**src/rtl/i2s_pkg.sv**
```systemverilog
// i2s_pkg: shared constants, types and helpers for the i2s_master slice.
// Frame layout is {left[31:16], right[15:0]}, MSB launched in slot 1.
package i2s_pkg;

    localparam int FRAME_BITS     = 32;
    localparam int SAMPLE_BITS    = 16;
    localparam int SLOT_LEFT_MSB  = 1;
    localparam int SLOT_RIGHT_MSB = 17;
    localparam int SLOT_LAST      = 0;

    typedef logic [2*SAMPLE_BITS-1:0]      frame_t;
    typedef logic [$clog2(FRAME_BITS)-1:0] slot_t;

    typedef enum logic {
        CG_WAIT = 1'b0,
        CG_RUN  = 1'b1
    } cg_state_t;

    // lrclk is high for the right half, which starts one slot before its MSB
    function automatic logic slot_is_right(slot_t s);
        return s >= slot_t'(SLOT_RIGHT_MSB - 1);
    endfunction

endpackage

```
**src/rtl/i2s_if.sv**
```systemverilog
// i2s_if: word-level valid/ready bundle between i2s_master and its FIFOs.
// slave is the i2s_master side, master is the FIFO/producer side.
interface i2s_if;
    import i2s_pkg::*;

    frame_t tx_data;
    logic   tx_valid;
    logic   tx_ready;
    logic   tx_underrun;
    frame_t rx_data;
    logic   rx_valid;

    modport slave (
        input  tx_data,
        input  tx_valid,
        output tx_ready,
        output tx_underrun,
        output rx_data,
        output rx_valid
    );

    modport master (
        output tx_data,
        output tx_valid,
        input  tx_ready,
        input  tx_underrun,
        input  rx_data,
        input  rx_valid
    );

endinterface

```
**src/rtl/i2s_clkgen.sv**
```systemverilog
// i2s_clkgen: BCLK divider, LRCLK and slot counter for i2s_master.
// rise/fall are registered one-cycle strobes aligned with the bclk edge.
module i2s_clkgen
    import i2s_pkg::*;
#(
    parameter int BCLK_DIV = 4
) (
    input  logic  bus_clk,
    input  logic  bus_rst_n,
    input  logic  enable,
    output logic  bclk,
    output logic  lrclk,
    output logic  rise,
    output logic  fall,
    output slot_t slot
);

    localparam int CW = (BCLK_DIV > 1) ? $clog2(BCLK_DIV) : 1;
    localparam logic [CW-1:0] DIV_LAST = CW'(BCLK_DIV - 1);

    logic [CW-1:0] div_cnt;
    logic          tc;
    logic          fall_tc;
    cg_state_t     state_q;
    cg_state_t     state_d;
    slot_t         slot_d;

    assign tc      = (div_cnt == DIV_LAST);
    assign fall_tc = tc && bclk;

    // The first fall after enable enters slot 0 instead of advancing
    always_comb begin
        state_d = state_q;
        slot_d  = slot;
        unique case (state_q)
            CG_WAIT: begin
                if (fall_tc) begin
                    state_d = CG_RUN;
                    slot_d  = slot_t'(SLOT_LAST);
                end
            end
            CG_RUN: begin
                if (fall_tc) begin
                    slot_d = slot + 1'b1;
                end
            end
            default: ;
        endcase
        if (!enable) begin
            state_d = CG_WAIT;
            slot_d  = '0;
        end
    end

    always_ff @(posedge bus_clk or negedge bus_rst_n) begin
        if (!bus_rst_n) begin
            state_q <= CG_WAIT;
            slot    <= '0;
            div_cnt <= '0;
            bclk    <= 1'b0;
            lrclk   <= 1'b1;
            rise    <= 1'b0;
            fall    <= 1'b0;
        end else begin
            state_q <= state_d;
            slot    <= slot_d;
            rise    <= enable && tc && !bclk;
            fall    <= enable && fall_tc;
            if (!enable) begin
                div_cnt <= '0;
                bclk    <= 1'b0;
                lrclk   <= 1'b1;
            end else if (tc) begin
                div_cnt <= '0;
                bclk    <= !bclk;
                if (bclk) begin
                    lrclk <= slot_is_right(slot_d);
                end
            end else begin
                div_cnt <= div_cnt + 1'b1;
            end
        end
    end

endmodule

```
**src/rtl/i2s_master.sv**
```systemverilog
// i2s_master: I2S bus master, TX/RX shift registers and word handshakes.
// Define I2S_LOOPBACK_EN to add the loopback port (RX samples internal sdout).
module i2s_master
    import i2s_pkg::*;
#(
    parameter int BCLK_DIV = 4
) (
    input  logic bus_clk,
    input  logic bus_rst_n,
    input  logic enable,
`ifdef I2S_LOOPBACK_EN
    input  logic loopback,
`endif
    i2s_if.slave bus,
    output logic i2s_bclk,
    output logic i2s_lrclk,
    output logic i2s_sdout,
    input  logic i2s_sdin
);

    logic                  rise;
    logic                  fall;
    slot_t                 slot;
    logic                  sdin_reg;
    logic                  sdout_q;
    logic                  rx_bit;
    logic                  rx_primed;
    logic                  load;
    logic                  underrun_q;
    logic                  rx_valid_q;
    frame_t                rx_data_q;
    frame_t                tx_word;
    logic [FRAME_BITS-2:0] txsh;
    logic [FRAME_BITS-2:0] rxsh;

    i2s_clkgen #(
        .BCLK_DIV (BCLK_DIV)
    ) u_clkgen (
        .bus_clk   (bus_clk),
        .bus_rst_n (bus_rst_n),
        .enable    (enable),
        .bclk      (i2s_bclk),
        .lrclk     (i2s_lrclk),
        .rise      (rise),
        .fall      (fall),
        .slot      (slot)
    );

    assign load    = enable && fall && (slot == slot_t'(SLOT_LEFT_MSB));
    assign tx_word = bus.tx_valid ? bus.tx_data : '0;

`ifdef I2S_LOOPBACK_EN
    assign rx_bit = loopback ? sdout_q : sdin_reg;
`else
    assign rx_bit = sdin_reg;
`endif

    always_ff @(posedge bus_clk or negedge bus_rst_n) begin
        if (!bus_rst_n) begin
            sdin_reg <= 1'b0;
        end else begin
            sdin_reg <= i2s_sdin;
        end
    end

    // Launch on falling BCLK; the word MSB goes out one slot after lrclk
    always_ff @(posedge bus_clk or negedge bus_rst_n) begin
        if (!bus_rst_n) begin
            sdout_q    <= 1'b0;
            txsh       <= '0;
            underrun_q <= 1'b0;
        end else if (!enable) begin
            sdout_q    <= 1'b0;
            txsh       <= '0;
            underrun_q <= 1'b0;
        end else if (load) begin
            sdout_q <= tx_word[FRAME_BITS-1];
            txsh    <= tx_word[FRAME_BITS-2:0];
            if (!bus.tx_valid) begin
                underrun_q <= 1'b1;
            end
        end else if (fall) begin
            sdout_q <= txsh[FRAME_BITS-2];
            txsh    <= {txsh[FRAME_BITS-3:0], 1'b0};
        end
    end

    always_ff @(posedge bus_clk or negedge bus_rst_n) begin
        if (!bus_rst_n) begin
            rxsh       <= '0;
            rx_data_q  <= '0;
            rx_valid_q <= 1'b0;
            rx_primed  <= 1'b0;
        end else if (!enable) begin
            rxsh       <= '0;
            rx_data_q  <= '0;
            rx_valid_q <= 1'b0;
            rx_primed  <= 1'b0;
        end else begin
            rx_valid_q <= 1'b0;
            if (rise) begin
                rxsh <= {rxsh[FRAME_BITS-3:0], rx_bit};
                if (slot == slot_t'(SLOT_LAST)) begin
                    rx_data_q  <= {rxsh, rx_bit};
                    rx_valid_q <= rx_primed;
                end
                if (slot == slot_t'(SLOT_LEFT_MSB)) begin
                    rx_primed <= 1'b1;
                end
            end
        end
    end

    assign bus.tx_ready    = load;
    assign bus.tx_underrun = underrun_q;
    assign bus.rx_data     = rx_data_q;
    assign bus.rx_valid    = rx_valid_q;
    assign i2s_sdout       = sdout_q;

endmodule

```
**src/flat_wrapper.sv**
```systemverilog
// flat-port wrapper written by rule: the top's interface ports become plain ports
module i2s_master_flat import i2s_pkg::*;
#(
    parameter int BCLK_DIV = 4
)
  (bus_clk, bus_rst_n, enable, i2s_bclk, i2s_lrclk, i2s_sdout, i2s_sdin, bus_tx_data, bus_tx_valid, bus_tx_ready, bus_tx_underrun, bus_rx_data, bus_rx_valid);
  i2s_if bus_i ();
  input  logic bus_clk;
  input  logic bus_rst_n;
  input  logic enable;
  output logic i2s_bclk;
  output logic i2s_lrclk;
  output logic i2s_sdout;
  input  logic i2s_sdin;
  input wire logic [$bits(bus_i.tx_data)-1:0] bus_tx_data;
  input wire logic [$bits(bus_i.tx_valid)-1:0] bus_tx_valid;
  output wire logic [$bits(bus_i.tx_ready)-1:0] bus_tx_ready;
  output wire logic [$bits(bus_i.tx_underrun)-1:0] bus_tx_underrun;
  output wire logic [$bits(bus_i.rx_data)-1:0] bus_rx_data;
  output wire logic [$bits(bus_i.rx_valid)-1:0] bus_rx_valid;
  assign bus_i.tx_data = bus_tx_data;
  assign bus_i.tx_valid = bus_tx_valid;
  assign bus_tx_ready = bus_i.tx_ready;
  assign bus_tx_underrun = bus_i.tx_underrun;
  assign bus_rx_data = bus_i.rx_data;
  assign bus_rx_valid = bus_i.rx_valid;
  i2s_master #(.BCLK_DIV(BCLK_DIV)) u_core (.bus_clk(bus_clk), .bus_rst_n(bus_rst_n), .enable(enable), .bus(bus_i), .i2s_bclk(i2s_bclk), .i2s_lrclk(i2s_lrclk), .i2s_sdout(i2s_sdout), .i2s_sdin(i2s_sdin));
endmodule
```
**config.mk**
```make
export PLATFORM = sky130hd
export DESIGN_NAME = i2s_master_flat
export DESIGN_NICKNAME = d
export VERILOG_FILES = /design/src/rtl/i2s_pkg.sv /design/src/rtl/i2s_if.sv /design/src/rtl/i2s_clkgen.sv /design/src/rtl/i2s_master.sv /design/src/flat_wrapper.sv
export SDC_FILE = /design/constraint.sdc
export NUM_CORES = 1
export LEC_CHECK = 0
export BUFFER_PORTS_ARGS = -buffer_cell sky130_fd_sc_hd__buf_2
export CAP_MARGIN = 40
export CORE_MARGIN = 4
export CORE_UTILIZATION = 51
export DETAILED_ROUTE_END_ITERATION = 16
export GPL_TIMING_DRIVEN = 0
export HOLD_SLACK_MARGIN = 0.08
export PLACE_DENSITY = 0.79
export SETUP_SLACK_MARGIN = 0.5
export SYNTH_ARGS = -nofsm -noshare
export SYNTH_HDL_FRONTEND = slang
export SYNTH_SLANG_ARGS = --single-unit
```
**constraint.sdc**
```tcl
create_clock -name bus_clk -period 1.5 [get_ports bus_clk]
set_input_delay 0.225 -clock bus_clk [delete_from_list [all_inputs] [get_ports bus_clk]]
set_output_delay 0.225 -clock bus_clk [all_outputs]
set_load 0.01 [all_outputs]
```
# After elaboration in Yosys (flattened, before gate mapping)
# Index checks and enable logic that the tools add are counted.
[op_classes]
n_addsub = 2
magnitude_cmp = 1
n_eq_ne = 10
mux = 35
bitwise = 1
reduce_logical = 12
[op_table]
columns = ["cell", "n"]
rows = [
  ["$mux W31", 5],
  ["$mux W32", 4],
  ["$mux W1", 20],
  ["$mux W5", 3],
  ["$ne A2 B1 Y1 const B", 6],
  ["$pmux W5 S2", 1],
  ["$reduce_and A2 Y1", 4],
  ["$logic_and A1 B1 Y1", 6],
  ["$add A5 B1 Y5 const B", 1],
  ["$eq A5 B1 Y1 const B", 1],
  ["$ge A5 B5 Y1 const B", 1],
  ["$logic_not A5 Y1", 1],
  ["$mux W2", 2],
  ["$ne A3 B1 Y1 const B", 1],
  ["$add A2 B1 Y2 const B", 1],
  ["$eq A2 B2 Y1 const B", 1],
  ["$ne A2 B2 Y1 const B", 1],
  ["$logic_not A1 Y1", 1],
  ["$not A1 Y1", 1],
]
[word_totals]
register_bits = 111
output_inout_bits = 38
word_cells = 76

# Logic depth before layout (Yosys ltp)
[logic_depth]
ltp_word = 9
mapped_depth = 7
depth_no_buf = 6

# Cells and area by module
# From an unflattened synthesis, not the netlist that was laid out.
[hier_totals]
cells_unflattened = 418
hier_area_um2 = 4914.7
[by_module_without_submodules]
columns = ["mod", "n_inst", "cells_each", "area_each_um2", "seq_area_each_um2"]
rows = [
  ["i2s_master", 1, 366, 4356.7, 2477.4],
  ["i2s_clkgen", 1, 52, 558.0, 301.5],
]

# Worst setup path after synthesis
# OpenSTA, ideal clock, no wires.
[synth_timing]
kind = "reg-to-output"
start = "register u_core.u_clkgen.slot[1]"
end = "output port bus_tx_ready"
arrival_time_ns = 1.291
t_required_ns = 1.275
path_slack_ns = -0.016
path_stages_with_launch = 7
n_path_buf = 2
cell_sequence = "dfrtp_1 > inv_1 > ha_1 > nor4b_4 > buf_4 > buf_4 > and2_1"
[synth_via]
elab_chain_len = 2
[synth_lines]
columns = ["item", "line", "text"]
rows = [
  ["from (decl)", "i2s_clkgen.sv:15", "output slot_t slot"],
  ["from (signal assigned)", "i2s_clkgen.sv:66", "slot <= slot_d;"],
  ["$eq A5 B1 Y1", "i2s_master.sv:49", "assign load = enable && fall && (slot == slot_t'(SLOT_LEFT_MSB));"],
  ["$logic_and A1 B1 Y1", "i2s_master.sv:49", ""],
  ["to (decl)", "flat_wrapper.sv:17", "output wire logic [$bits(bus_i.tx_ready)-1:0] bus_tx_ready;"],
]
# No other way between the ends.

# Worst setup path after layout
# Same ends and word-level chain as after synthesis.

==> flow_summary.ini <==
[timing]
hold_violations = 60
finalSetupViolations = 69
max-slew-margin-rel_pct = 47.1
grt_setup_unrepaired = yes
setup_ws_ps = -474
fin_worst_skew_ps = 20.0
fin_crit_ps = 1970
slew_viol_final = 0
post-route-period-util_pct = 132
fmax_mhz = 507
hold_ws_ps = -87.4
worst_slew_pin_slew_ps = 793

[drt]
routed_wirelength_um = 13700
firstDrtPassIters = 6
drt-initial-drc-count = 283
post_drt_via_cell_ratio = 5.59
dr_total_vias = 4278
drt.antenna.violating_nets = 0
routed_wire_length_per_instance_um = 18.0
post-route-drc-count = 0

[placement]
post_place_setup_slack_ps = -270
dp_cells = 693
dpl.hpwl_um = 7370
standard_cell_area_after_detailed_placement_um2 = 5610
place.gp.congestion = 0.814
port_buffers = 72

[critical_path]
regToRegSetupSlack_ps = -330
start_kind = register
crit_path_max_fanout = 2
ws_path_type = register to output port
timing.critical_path.required_ps = 1270
type_of_element_capturing_the_critical_path = output port
arrival_time_at_the_worst_endpoint_ps = 1750

[logic_synthesis]
yosys.area.top_type_share_pct = 54.9
synth_edf_count = 0
ys_async_sr_fraction_pct = 100
synth.yosys.seq_area_share_pct = 55.5
ys_dominant_reg_cell = sky130_fd_sc_hd__dfrtp_1
yosys-top-cells-count = sky130_fd_sc_hd__nand2_1 (131), sky130_fd_sc_hd__dfrtp_1 (110), sky130_fd_sc_hd__mux2i_1 (64), sky130_fd_sc_hd__nor2_1 (37), sky130_fd_sc_hd__nand4_1 (33)
synthTopCellsByArea = sky130_fd_sc_hd__dfrtp_1 (55%), sky130_fd_sc_hd__mux2i_1 (13%), sky130_fd_sc_hd__nand2_1 (9.8%)
synth_nets = 533
synth.most_common_cell = sky130_fd_sc_hd__nand2_1
mean_instance_size_in_the_synthesized_netlist_um2 = 10.2
yosysUniqueCellTypes = 32
netlist.top_cell.by_area = sky130_fd_sc_hd__dfrtp_1
synth.ff_latch_count = 111
postSynthCellCount = 491
synthesis.area_um2 = 5010
ys.warnings.count = 0

[cts]
htree_num_levels = 3
number_of_buffers_inserted_during_clock_tree_synthesis = 9
clk_pin_slew_worst_paths_ps = 120
clkSinkCount = 111
cts.root.buffer_cell = sky130_fd_sc_hd__clkbuf_8
tritoncts = done
hold_fix_buffer_count_after_cts = 1
clkLatencyLatePin_ps = 390
maximum_clock_path_buffer_count = 2

[cells_and_area]
final_nets = 673
fraction_of_layout_cells_with_a_size_suffix_above_1_pct = 31.4
layout.area.seq_um2 = 2780
final_design_area_no_fill_um2 = 6820
stdcell_count = 765
layout.core_utilization_pct = 72.4
num-fill-cells = 591
area_growth_syn_to_layout_pct = 36.1
diodes = 0
multiInputGateArea_um2 = 2190

[pwr]
worst_voltage_drop_across_the_vdd_grid_mv = 0.474
powerDensity_nw_per_um2 = 778
power.leakage_nw = 2.96

[status]
failing_checks = hold timing, setup timing
outcome = finished, violations left

[job]
drv_cap = 0

[die]
dieArea_um2 = 11500
boundaryPins = 75
die_x_um = 107
die_h_um = 107
placeableCoreArea_um2 = 9420
initial_core_util_pct = 53.2
placement_rows = 35

[global_route]
gr_util_all_layers_pct = 23.1
largest_net_degree_at_the_start_of_global_routing = 62
first_global_vias = 4209
grt_overflow_total = 0
grt_antenna_before_repair = 0
grt_pass1_wl_um = 21100

[hold_path]
hold_path.class = input pin to asynchronous set/reset pin
## power by group
part           switching, mW  internal, mW
sequential           0.00953          3.00
combinational          0.252         0.205
clock                   1.16         0.671
## registers in the layout, summed over array words and instances (netlist names)
signal	count
u_core.rx_primed	1
u_core.u_clkgen.fall	1
u_core.txsh	31
u_core.bus.tx_underrun	1
u_core.bus.rx_data	32
u_core.i2s_sdout	1
u_core.u_clkgen.slot	5
u_core.rxsh	31
u_core.rx_bit	1
u_core.u_clkgen.div_cnt	2
u_core.u_clkgen.lrclk	1
u_core.u_clkgen.rise	1
u_core.u_clkgen.bclk	1
u_core.bus.rx_valid	1
u_core.u_clkgen.state_q	1
## through the flow
| stage | setup TNS [ps] | hold slack (ps) | total power [mW] |
|---|---|---|---|
| 2_1_floorplan | 0 | -70.6 | 3.22 |
| 3_5_place_dp | -10190 | 348 | 3.38 |
| 6_report | -16720 | -87.4 | 5.31 |
| 3_3_place_gp | -118050 | 356 | 3.37 |
| 5_1_grt | -21400 | -34.6 | 5.48 |
| 4_1_cts | -11560 | -64.0 | 5.26 |
## routing by layer
layer  track usage [%]  part of all wire [%]  up-vias
met5                 0                     0        -
met4              8.04                   2.1        0
met3              4.46                   5.6       33
met2              37.4                    50      171
met1              31.2                    43     2116
li1                  -                     -     1958
## critical path, cell delays in order, from the launching register on
cell,delay [ps]
sky130_fd_sc_hd__dfrtp_1,420
sky130_fd_sc_hd__inv_2,90
sky130_fd_sc_hd__ha_4,130
sky130_fd_sc_hd__nor4b_4,270
sky130_fd_sc_hd__buf_6,150
sky130_fd_sc_hd__buf_6,90
sky130_fd_sc_hd__and2_4,120
sky130_fd_sc_hd__buf_6,90
## kinds of logic (layout without fill, tap and decap cells)
logic type	after synthesis	in the layout	synth area share [%]
AND/OR/NAND/NOR	220	220	19.7
XOR/XNOR	2	2	0.350
adder cells (fa/ha/maj)	5	5	1.25
AO/OA/AOI/OAI	42	42	5.82
multiplexers	64	64	12.8
flip-flops	111	111	55.5
buffers and inverters	47	192	4.67
## area by class of cell
cell class | instances | area share, %
Buffer | 42 | 5.01
Clock buffer | 9 | 1.82
Clock inverter | 7 | 1.19
Inverter | 5 | 0.312
Multi-Input combinational cell | 333 | 32.2
Sequential cell | 111 | 40.8
Tap cell | 129 | 2.37
Timing Repair Buffer | 129 | 16.3
## path summary, 6_finish.rpt
check,start,endpoint,cells past startpoint
max,u_core.u_clkgen.slot[1]$_DFF_PN0_,bus_tx_ready,7
min,bus_rst_n,u_core.bus.rx_data[13]$_DFFE_PN0P_,1
max reg2reg,u_core.u_clkgen.slot[0]$_DFF_PN0_,u_core.bus.rx_data[13]$_DFFE_PN0P_,10
min reg2reg,u_core.txsh[12]$_DFFE_PN0P_,u_core.txsh[12]$_DFFE_PN0P_,2
max in group asynchronous,bus_rst_n,u_core.u_clkgen.lrclk$_DFFE_PN1P_,2
min in group bus_clk,bus_tx_data[31],u_core.i2s_sdout$_DFFE_PN0P_,3
## what timing repair did
item / 4_1_cts / 5_1_grt
resized for setup: 71 / 32
pin swaps: 25 / 34
setup endpoints to repair: 143 / 147
setup buffers: 29 / 16
gates cloned: 9 / 1
hold endpoints to repair: 61 / 60
## cells in the final DEF, fill, tap and decap left out, drive strengths merged
| cell | instances |
|---|---|
| buf | 148 |
| nand2 | 131 |
| dfrtp | 110 |
| mux2i | 64 |
| nor2 | 37 |
| nand4 | 33 |
| o211ai | 31 |
| clkbuf | 31 |
| inv | 9 |
| a21oi | 6 |
| ha | 5 |
| nand3 | 5 |
| a31oi | 3 |
| and2 | 3 |
| clkinv | 3 |
| or3 | 2 |
| nor2b | 2 |
| o21ai | 2 |
| nor4b | 1 |
| or3b | 1 |
| nor3 | 1 |
| nor4 | 1 |
| and3 | 1 |
| nor3b | 1 |
| nand2b | 1 |
| xor2 | 1 |
| xnor2 | 1 |
| dlygate4sd3 | 1 |
| dfstp | 1 |
Power figures use the tool's default switching activity.
